`config.mk`:
```
export PLATFORM = sky130hd
export DESIGN_NAME = fp8_e4m3_quantizer_flat
export DESIGN_NICKNAME = d
export VERILOG_FILES = /design/src/rtl/fp8_e4m3_quantizer_if.sv /design/src/rtl/fp8_e4m3_quantizer.sv /design/src/flat_wrapper.sv
export SDC_FILE = /design/constraint.sdc
export NUM_CORES = 1
export LEC_CHECK = 0
export CORE_ASPECT_RATIO = 1.75
export CORE_UTILIZATION = 59
export CTS_CLUSTER_DIAMETER = 30
export CTS_CLUSTER_SIZE = 24
export DETAILED_ROUTE_END_ITERATION = 10
export PLACE_DENSITY = 0.81
export SLEW_MARGIN = 20
export SYNTH_ARGS = -nofsm -noshare
export SYNTH_HDL_FRONTEND = slang
export SYNTH_SLANG_ARGS = --single-unit
```
`constraint.sdc`:
```
create_clock -name clk -period 7.1 [get_ports clk]
set_input_delay 2.13 -clock clk [delete_from_list [all_inputs] [get_ports clk]]
set_output_delay 2.13 -clock clk [all_outputs]
set_load 0.05 [all_outputs]
```
`src/rtl/fp8_e4m3_quantizer_if.sv`:
```
// Stream interface for the FP8 E4M3 quantizer: input words, output bytes with
// flags, and the saturation counter side-band.
interface fp8_e4m3_quantizer_if #(
    parameter int IN_W = 24
);
    logic            in_valid;
    logic            in_ready;
    logic [IN_W-1:0] in_data;
    logic            out_valid;
    logic            out_ready;
    logic [7:0]      out_data;
    logic            out_sat;
    logic            out_uflow;
    logic            sat_clr;
    logic [15:0]     sat_cnt;

    modport master (
        output in_valid, in_data, out_ready, sat_clr,
        input  in_ready, out_valid, out_data, out_sat, out_uflow, sat_cnt
    );

    modport slave (
        input  in_valid, in_data, out_ready, sat_clr,
        output in_ready, out_valid, out_data, out_sat, out_uflow, sat_cnt
    );
endinterface

```
`src/rtl/fp8_e4m3_quantizer.sv`:
```
// Signed fixed-point to FP8 E4M3 encoder: input register, then sign/magnitude,
// leading-one alignment, and round/pack stages under one global enable.
module fp8_e4m3_quantizer #(
    parameter int IN_W      = 24,
    parameter int FRAC_BITS = 8
) (
    input logic                   clk,
    input logic                   rst_n,
    fp8_e4m3_quantizer_if.slave   bus
);
    // Zero padding below the input LSB so the subnormal quantum (2^-9) and its
    // guard bit always have a real bit position to land on.
    localparam int PAD     = (FRAC_BITS >= 9) ? 1 : 10 - FRAC_BITS;
    localparam int EXT_W   = IN_W + PAD;
    localparam int SUB_LSB = FRAC_BITS - 9;

    logic en;
    assign en          = !bus.out_valid || bus.out_ready;
    assign bus.in_ready = en;

    logic            v0;
    logic [IN_W-1:0] d0;

    always_ff @(posedge clk or negedge rst_n) begin
        if (!rst_n) begin
            v0 <= 1'b0;
            d0 <= '0;
        end else if (en) begin
            v0 <= bus.in_valid;
            d0 <= bus.in_data;
        end
    end

    logic            v1;
    logic            sign1;
    logic [IN_W-1:0] mag1;
    logic            sign_c;
    logic [IN_W-1:0] mag_c;

    always_comb begin
        sign_c = d0[IN_W-1];
        mag_c  = sign_c ? (~d0) + IN_W'(1) : d0;
    end

    always_ff @(posedge clk or negedge rst_n) begin
        if (!rst_n) begin
            v1    <= 1'b0;
            sign1 <= 1'b0;
            mag1  <= '0;
        end else if (en) begin
            v1    <= v0;
            sign1 <= sign_c;
            mag1  <= mag_c;
        end
    end

    int               lead;
    int               e_unb;
    int               sh;
    logic             normal_c;
    logic             zero_c;
    logic [EXT_W-1:0] ext;
    logic [EXT_W-1:0] low_mask;
    logic [3:0]       kept_c;
    logic             guard_c;
    logic             sticky_c;
    logic [7:0]       exp_c;

    // kept_c holds the leading one (normal) plus 3 fraction bits; for
    // subnormals the window is pinned to the 2^-9 quantum instead.
    always_comb begin
        lead = 0;
        for (int i = 0; i < IN_W; i++) begin
            if (mag1[i]) lead = i;
        end
        zero_c   = (mag1 == '0);
        e_unb    = lead - FRAC_BITS + 7;
        normal_c = (e_unb >= 1);
        sh       = (normal_c ? lead - 3 : SUB_LSB) + PAD;
        ext      = {mag1, {PAD{1'b0}}};
        kept_c   = 4'(ext >> sh);
        guard_c  = 1'(ext >> (sh - 1));
        low_mask = ~({EXT_W{1'b1}} << (sh - 1));
        sticky_c = |(ext & low_mask);
        exp_c    = normal_c ? 8'(e_unb) : 8'd0;
    end

    logic       v2;
    logic       sign2;
    logic       zero2;
    logic       normal2;
    logic [7:0] exp2;
    logic [3:0] kept2;
    logic       guard2;
    logic       sticky2;

    always_ff @(posedge clk or negedge rst_n) begin
        if (!rst_n) begin
            v2      <= 1'b0;
            sign2   <= 1'b0;
            zero2   <= 1'b1;
            normal2 <= 1'b0;
            exp2    <= '0;
            kept2   <= '0;
            guard2  <= 1'b0;
            sticky2 <= 1'b0;
        end else if (en) begin
            v2      <= v1;
            sign2   <= sign1;
            zero2   <= zero_c;
            normal2 <= normal_c;
            exp2    <= exp_c;
            kept2   <= kept_c;
            guard2  <= guard_c;
            sticky2 <= sticky_c;
        end
    end

    logic       round_up;
    logic [4:0] rnd;
    logic [8:0] exp_f;
    logic [7:0] data_c;
    logic       sat_c;
    logic       uflow_c;

    // A subnormal that rounds up to 8 sets rnd[3], which is exactly E=1, frac=0.
    always_comb begin
        round_up = guard2 & (sticky2 | kept2[0]);
        rnd      = {1'b0, kept2} + {4'b0, round_up};
        exp_f    = {1'b0, exp2} + {8'b0, rnd[4]};
        data_c   = 8'h00;
        sat_c    = 1'b0;
        uflow_c  = 1'b0;
        if (zero2) begin
            data_c = 8'h00;
        end else if (normal2) begin
            if (exp_f >= 9'd16) begin
                data_c = {sign2, 7'h7F};
                sat_c  = 1'b1;
            end else begin
                data_c = {sign2, exp_f[3:0], rnd[2:0]};
            end
        end else if (rnd[3:0] == 4'd0) begin
            uflow_c = 1'b1;
        end else begin
            data_c = {sign2, 3'b000, rnd[3:0]};
        end
    end

    always_ff @(posedge clk or negedge rst_n) begin
        if (!rst_n) begin
            bus.out_valid <= 1'b0;
            bus.out_data  <= 8'h00;
            bus.out_sat   <= 1'b0;
            bus.out_uflow <= 1'b0;
        end else if (en) begin
            bus.out_valid <= v2;
            bus.out_data  <= data_c;
            bus.out_sat   <= sat_c;
            bus.out_uflow <= uflow_c;
        end
    end

    always_ff @(posedge clk or negedge rst_n) begin
        if (!rst_n) begin
            bus.sat_cnt <= '0;
        end else if (bus.sat_clr) begin
            bus.sat_cnt <= '0;
        end else if (bus.out_valid && bus.out_ready && bus.out_sat &&
                     bus.sat_cnt != 16'hFFFF) begin
            bus.sat_cnt <= bus.sat_cnt + 16'd1;
        end
    end
endmodule

```
`src/flat_wrapper.sv`:
```
// flat-port wrapper written by rule: the top's interface ports become plain ports
module fp8_e4m3_quantizer_flat 
#(
    parameter int IN_W      = 24,
    parameter int FRAC_BITS = 8
)
  (clk, rst_n, bus_in_valid, bus_in_data, bus_out_ready, bus_sat_clr, bus_in_ready, bus_out_valid, bus_out_data, bus_out_sat, bus_out_uflow, bus_sat_cnt);
  fp8_e4m3_quantizer_if #(.IN_W(IN_W)) bus_i ();
  input logic clk;
  input logic rst_n;
  input wire logic [$bits(bus_i.in_valid)-1:0] bus_in_valid;
  input wire logic [$bits(bus_i.in_data)-1:0] bus_in_data;
  input wire logic [$bits(bus_i.out_ready)-1:0] bus_out_ready;
  input wire logic [$bits(bus_i.sat_clr)-1:0] bus_sat_clr;
  output wire logic [$bits(bus_i.in_ready)-1:0] bus_in_ready;
  output wire logic [$bits(bus_i.out_valid)-1:0] bus_out_valid;
  output wire logic [$bits(bus_i.out_data)-1:0] bus_out_data;
  output wire logic [$bits(bus_i.out_sat)-1:0] bus_out_sat;
  output wire logic [$bits(bus_i.out_uflow)-1:0] bus_out_uflow;
  output wire logic [$bits(bus_i.sat_cnt)-1:0] bus_sat_cnt;
  assign bus_i.in_valid = bus_in_valid;
  assign bus_i.in_data = bus_in_data;
  assign bus_i.out_ready = bus_out_ready;
  assign bus_i.sat_clr = bus_sat_clr;
  assign bus_in_ready = bus_i.in_ready;
  assign bus_out_valid = bus_i.out_valid;
  assign bus_out_data = bus_i.out_data;
  assign bus_out_sat = bus_i.out_sat;
  assign bus_out_uflow = bus_i.out_uflow;
  assign bus_sat_cnt = bus_i.sat_cnt;
  fp8_e4m3_quantizer #(.IN_W(IN_W), .FRAC_BITS(FRAC_BITS)) u_core (.clk(clk), .rst_n(rst_n), .bus(bus_i));
endmodule
```
==> flow_summary_export.csv <==
group,metric,value,unit
status,outcome,"completed",
setup_path,path_class,"reg2reg",
detailed_routing,top_layer_used,"met4",
cts,numCtsBuffers,9,
timing,drv_slew,0,
cts,clk_latency,0.35,ns
global_routing,grt_pass1_wl,30100,um
cells_and_area,postLayoutCellArea,0.00765,mm^2
detailed_routing,firstDrtPassIters,5,
setup_path,critical_path.max_stage_delay,0.55,ns
cells_and_area,n_fill_cell,892,
cts,cts.sinks,96,
setup_path,arrival,6.63,ns
setup_path,cp_max_fo,10,
timing,setup_viol,0,
yosys,synth_nets,863,
global_routing,overflow,0,
cts,post_cts.repair.setup_buffers,0,
timing,tns,0,ns
placed_design,io_buffers,56,
min_path,hp-class,"reg2reg",
floorplanning,die_y,144,um
setup_path,crit_path_start_kind,"flop",
floorplanning,start_util,60.9,%
placed_design,post_dp_cell_area,0.00736,mm^2
global_routing,grt_max_degree,106,
cts,post_cts_resized,0,
timing,finalCritPeriodShare,90.1,%
detailed_routing,met1Wirelength,6570,um
cells_and_area,seqCellArea,0.00240,mm^2
floorplanning,rows,51,
cts,clk_pin_slew,0.07,ns
timing,timing_hold_violations_final,0,
timing,skew,0.00786,ns
cts,clock_path_buffers,2,
detailed_routing,drcViolationCount,0,
detailed_routing,routedWlPerCell,19.0,um
timing,min_period,6.39,ns
global_routing,grt_pass1_vias,6228,
cts,cts_tree,"yes",
floorplanning,boundaryPins,57,
floorplanning,core_area,0.0112,mm^2
detailed_routing,wl_met2,9720,um
yosys,synth_cell_types,79,
cells_and_area,nNetsFinal,883,
global_routing,grt.total_usage,31.9,%
yosys,ys_seq_area_share,35.3,%
timing,worst_pin_slew,0.917,ns
cells_and_area,syn2layout_area_growth,12.5,%
yosys,synth_ff_type,"dfrtp_1",
cells_and_area,layoutNonFillerInstCount,976,
yosys,synthCells,819,
cts,cts_max_level,3,
setup_path,end_kind,"flop",
yosys,async_flop_share,100,%
timing,fmax,0.156,GHz
timing,relSlewSlack,38.9,%
detailed_routing,drt-initial-drc-count,447,
run,maxCapViolations,0,
floorplanning,die_x,83.2,um
detailed_routing,ant_nets,0,
timing,rsz0062_at_grt,"no",
placed_design,dp_cells,960,
yosys,synth-seq-cells,96,
cts,hold_buffers,0,
timing,holdWs,0.468,ns
cells_and_area,multiInputGateArea,0.00408,mm^2
yosys,syn_area_per_cell,8.31,um^2
detailed_routing,routed_via_density,6.45,
global_routing,grt_antenna_before_repair,0,
detailed_routing,drt_wl_total,18500,um
cells_and_area,diodes,0,
cells_and_area,layout-drive-gt1-share,7.82,%
detailed_routing,vias,6294,
setup_path,cp_slowest_cell,"o41ai_4",
setup_path,required,7.33,ns
placed_design,hpwl,14000,um
yosys,ys_warn_count,0,
cts,cts_root_buf,"clkbuf_16",
detailed_routing,dr_wl_met3,806,um
yosys,syn_area,0.00680,mm^2
placed_design,gp_congestion,0.979,
floorplanning,die-area,0.0120,mm^2
yosys,synth-edff-count,0,
## per-stage QoR
stage                     utilization, %  setup WS (ns)
after floorplan                        -           1.02
after global placement              65.9           1.06
after detailed placement            65.9          0.823
after CTS                           68.5          0.796
after global routing                68.5          0.206
final                               68.5          0.706
## cell usage in the layout (no fill, tap or decap), types with 8 or more instances in the layout
cell type        Yosys  layout
xnor2_1             15      15
nand3_1             20      20
mux2i_1             36      36
a21oi_1             44      44
a31oi_1              9       9
clkdlybuf4s50_1      0      55
inv_1               16      16
dfrtp_1             95      95
o21ai_0             58      58
nor2_1              65      65
ha_1                15      15
xor2_1              30      30
clkbuf_16            0       9
o21ai_1              8       8
o31ai_1             15      15
mux4_2               8       8
buf_4                1      13
nor3_1              14      14
nand2_1            176     176
## per-layer routing
layer / vias up / GRT usage [%]
met3: 91 / 3.48
met5: - / 0
met1: 3008 / 33.6
met4: 0 / 24.9
li1: 2932 / -
met2: 263 / 57.8
## registers in the layout, indices dropped and copies added (netlist names)
name	flops
u_core.bus.out_data	8
u_core.bus.out_sat	1
u_core.bus.out_uflow	1
u_core.bus.out_valid	1
u_core.bus.sat_cnt	16
u_core.d0	24
u_core.exp2	8
u_core.guard2	1
u_core.kept2	4
u_core.mag1	24
u_core.normal2	1
u_core.sign1	1
u_core.sign2	1
u_core.sticky2	1
u_core.v0	1
u_core.v1	1
u_core.v2	1
u_core.zero2	1
## Yosys cell counts, types with 4 or more instances
cell type	number	share of area, %
nand4_1	6	0.55
inv_1	16	0.88
nor2_1	65	3.6
nor4_1	5	0.46
mux4_2	8	2.6
ha_1	15	2.8
nand3_1	20	1.5
a21oi_1	44	3.2
nor3_1	14	1.0
o21ai_0	58	4.3
o41ai_1	4	0.51
buf_1	4	0.22
o31ai_1	15	1.7
and2_1	7	0.64
buf_2	15	1.1
or4_1	5	0.55
xnor2_1	15	1.9
a21o_1	5	0.55
and3_1	5	0.46
clkbuf_1	37	2.0
nand2b_1	7	0.64
mux2i_1	36	5.3
or2_2	4	0.37
nor2b_1	6	0.55
nand2_1	176	9.7
or3_1	7	0.64
a31oi_1	9	0.83
dfrtp_1	95	35
o21ai_1	8	0.59
xor2_1	30	3.9
## path summary, 6_finish.rpt
| path | to | cells after the start | from | slack [ns] |
|---|---|---|---|---|
| max | u_core.sticky2$_DFFE_PN0P_ | 26 | u_core.mag1[2]$_DFFE_PN0P_ | 0.71 |
| min | u_core.v1$_DFFE_PN0P_ | 2 | u_core.v1$_DFFE_PN0P_ | 0.47 |
| max reg2reg | u_core.sticky2$_DFFE_PN0P_ | 26 | u_core.mag1[2]$_DFFE_PN0P_ | 0.71 |
| min reg2reg | u_core.v1$_DFFE_PN0P_ | 2 | u_core.v1$_DFFE_PN0P_ | 0.47 |
| max in group asynchronous | u_core.d0[2]$_DFFE_PN0P_ | 2 | rst_n | 4.26 |
| min in group asynchronous | u_core.bus.sat_cnt[3]$_DFFE_PN0P_ | 1 | rst_n | 1.77 |
## worst max-delay path: cells and delay by family, from the launching register on
kind                       cells  cell delay, ns
DFF                            1            0.51
AOI/OAI and AO/OA             11            3.22
muxes                          1            0.35
adders and majority gates      3            0.75
buffers and inverters          2            0.20
and+or+nand+nor                9            1.25
## final cells by class
class / instances / area share, %
multi-input combinational: 645 / 53.3
clock buffer: 9 / 2.94
tap: 132 / 2.16
timing repair buffer: 68 / 8.47
sequential: 96 / 31.4
clock inverter: 7 / 0.850
inverter: 19 / 0.932
## logic make-up after synthesis
kind of cell             synth area share, %
XOR/XNOR                                5.79
adder cells (fa/ha/maj)                 2.76
AO/OA/AOI/OAI                           19.1
multiplexers                            9.44
AND/OR/NAND/NOR                         22.7
flip-flops                              35.3
buffers and inverters                   4.86
Power is not shown: default switching activity piles up to over one toggle a cycle in this logic, so the estimate is an artifact.
==> edit (config.mk and constraints unchanged) <==
`IN_W` is set to 24 in 3 places; all go to 48.
--- a/src/rtl/fp8_e4m3_quantizer_if.sv
+++ b/src/rtl/fp8_e4m3_quantizer_if.sv
@@ -1,7 +1,7 @@
 // Stream interface for the FP8 E4M3 quantizer: input words, output bytes with
 // flags, and the saturation counter side-band.
 interface fp8_e4m3_quantizer_if #(
-    parameter int IN_W = 24
+    parameter int IN_W = 48
 );
     logic            in_valid;
     logic            in_ready;
--- a/src/rtl/fp8_e4m3_quantizer.sv
+++ b/src/rtl/fp8_e4m3_quantizer.sv
@@ -1,7 +1,7 @@
 // Signed fixed-point to FP8 E4M3 encoder: input register, then sign/magnitude,
 // leading-one alignment, and round/pack stages under one global enable.
 module fp8_e4m3_quantizer #(
-    parameter int IN_W      = 24,
+    parameter int IN_W      = 48,
     parameter int FRAC_BITS = 8
 ) (
     input logic                   clk,
--- a/src/flat_wrapper.sv
+++ b/src/flat_wrapper.sv
@@ -1,7 +1,7 @@
 // flat-port wrapper written by rule: the top's interface ports become plain ports
 module fp8_e4m3_quantizer_flat 
 #(
-    parameter int IN_W      = 24,
+    parameter int IN_W      = 48,
     parameter int FRAC_BITS = 8
 )
   (clk, rst_n, bus_in_valid, bus_in_data, bus_out_ready, bus_sat_clr, bus_in_ready, bus_out_valid, bus_out_data, bus_out_sat, bus_out_uflow, bus_sat_cnt);
Ports: changed (resized bus_in_data); port bits go from 57 to 81. The function was not compared with the original's and may differ.
==> edit against the original RTL <==
Final cell count is 80% higher; synthesized area is 61% higher; worst setup slack worse by 0.53 ns; sequential cell count is 48 higher; via count is 90% higher; routed wire length is 140% higher; cell area is 72% higher.
Power is not shown: default switching activity piles up to over one toggle a cycle in this logic, so the estimate is an artifact.
==> edit: results (changes against the original RTL) <==
The flow ran to the end, and the final reports show no timing, DRC or antenna violations. In the synthesized netlist the dominant register cell turns out to be sky130_fd_sc_hd__dfrtp_1. The number of antenna violations at the first check in global routing is 3 (+3), and the HPWL after detailed placement is 31.0 mm (+120%). The run gives 2 (unchanged) as the clock tree buffer depth.

The routed length per placed instance was 25.1 um (+32%). Ranked by total cell area, the synthesized netlist is headed by sky130_fd_sc_hd__dfrtp_1 (33%), sky130_fd_sc_hd__nand2_1 (11%), sky130_fd_sc_hd__o21ai_0 (5.3%). The number of instances resized during post-cts repair was 0 (unchanged); the final instance count without filler cells was 1760 (+80%).

The post-layout net count is 1579 (+79%), and the fraction of final layout cells with drive strength greater than 1 is 14.6% (+6.7 points). Maximum cell stage delay along the critical path: 0.74 ns (+0.19 ns). The number of iterations in the first detailed-routing pass was 6 (+1); the total of endpoints with negative setup slack in the final report was 0 (unchanged). The global-route wire length before repair came out at 67.8 mm (+130%). The logs give 86 (+8.9%) for the count of unique library cells instantiated by Yosys and 1475 (+71%) for the net count after synthesis.

The endpoint arrival time on the critical path is 7.18 ns (+0.55 ns). The clock input transition at the sequential cells of the worst setup and hold paths is 0.07 ns (about the same), and the routability congestion estimate from global placement is 1.14 (+16%). For the via count of the first global-routing pass, the log shows 11900 (+92%). In the final layout, the registers with the most flip-flops are u_core.d0: 48 flops, u_core.mag1: 48 flops, u_core.bus.sat_cnt: 16 flops. The pin count of the biggest net entering global routing came out at 106 (unchanged). In this design, the largest share of critical-path delay is due to simple AND/OR/NAND/NOR gates. The number of CTS-inserted buffers was 17 (+8); the maximum level of the CTS H-tree was 4 (+1). The largest individual stage delay along the critical path comes from the cell sky130_fd_sc_hd__o41ai_1. The tools report the clock insertion delay at the later pin of the skew report as 0.45 ns (+0.10 ns). For the total of warnings raised by yosys, the log shows 0 (unchanged). The tools report the overall routing resource usage as 47.9% (+16 points).

The number of buffer cells added on primary ports was 80 (+43%). The number of instances in the synthesized netlist is 1407 (+72%). The commonest cells after synthesis are sky130_fd_sc_hd__nand2_1 (313), sky130_fd_sc_hd__dfrtp_1 (143), sky130_fd_sc_hd__nor2_1 (121). The clock tree skew after final layout is 0.0109 ns (+0.00308 ns), and the fraction of registers with async set/reset is 100% (unchanged). The number of cells in the design after placement is 1726 (+80%).

The headroom to the max-slew limit is 34.3% (-4.6 points). The vias per cell is 6.80 (+5.4%). The tightest min-delay check is of the register to register type. The run gives 0 (unchanged) as the number of buffers inserted to repair setup after CTS. The CTS root buffer was sky130_fd_sc_hd__clkbuf_16. Share of the yosys chip area belonging to registers: 32.9% (-2.4 points). The largest fanout on the critical path was 13 (+3).

The first-iteration detailed-routing DRC count is 1345 (+200%).
## edit: cell types whose count changed after synthesis, moves of 15 or more
cell | unedited run | this run
sky130_fd_sc_hd__a21oi_1 | 44 | 78
sky130_fd_sc_hd__o21ai_0 | 58 | 115
sky130_fd_sc_hd__xor2_1 | 30 | 52
sky130_fd_sc_hd__nor3_1 | 14 | 29
sky130_fd_sc_hd__nor2_1 | 65 | 121
sky130_fd_sc_hd__dfrtp_1 | 95 | 143
sky130_fd_sc_hd__nand2_1 | 176 | 313
sky130_fd_sc_hd__nor4_1 | 5 | 20
sky130_fd_sc_hd__clkbuf_1 | 37 | 89
sky130_fd_sc_hd__or4_1 | 5 | 25
## edit: final cells by class
cell class                      instances  area, sq um
Timing Repair Buffer                  202         1740
Sequential cell                       144         3610
Inverter                               34          129
Fill cell                            1334         4870
Antenna cell                            2         5.00
Tap cell                              234          293
Multi-Input combinational cell       1112         6860
Clock inverter                         14          118
Clock buffer                           18          439
## edit: path summary, 6_finish.rpt
kind                                                     from                                  to  slack (ns)  cells past startpoint
setup / recovery                  u_core.mag1[16]$_DFFE_PN0P_           u_core.guard2$_DFFE_PN0P_        0.17                     28
hold / removal             u_core.bus.out_data[7]$_DFFE_PN0P_  u_core.bus.out_data[7]$_DFFE_PN0P_        0.49                      2
setup reg to reg                  u_core.mag1[16]$_DFFE_PN0P_           u_core.guard2$_DFFE_PN0P_        0.17                     28
hold reg to reg            u_core.bus.out_data[7]$_DFFE_PN0P_  u_core.bus.out_data[7]$_DFFE_PN0P_        0.49                      2
max in group asynchronous                               rst_n         u_core.mag1[18]$_DFFE_PN0P_        4.24                      2
min in group asynchronous                               rst_n           u_core.d0[47]$_DFFE_PN0P_        1.77                      1
## edit: layer usage
metal | part of all wire, % | vias to the layer above | GRT usage [%]
li1 | - | 5226 | -
met4 | 10 | 4 | 42.1
met3 | 11 | 291 | 17.4
met1 | 31 | 5634 | 47.5
met5 | 0.12 | - | 0
met2 | 48 | 813 | 78.6
## edit: logic make-up (layout without fill, tap and decap cells)
logic type	count (synthesis)	in the layout	synth area share, %
and+or+nand+nor	617	617	25.8
xor gates and xnor gates	69	69	5.59
buffers and inverters	151	268	5.57
adders and majority gates	15	15	1.71
AOI/OAI and AO/OA	360	360	21.3
other	0	2	0
DFF	144	144	32.9
muxes	51	51	7.09
## edit: through the flow
stage | setup slack (ns) | instance area [sq um] | hold WS, ns | utilization (%)
finish | 0.173 | 13200 | 0.485 | 73.0
global placement | 0.167 | 12500 | 0.447 | 69.4
floorplan | 0.0446 | 11000 | 0.430 | -
detailed placement | 0.156 | 12500 | 0.459 | 69.4
global route | -0.0175 | 13200 | 0.502 | 73.0
CTS | 0.107 | 13100 | 0.483 | 72.5
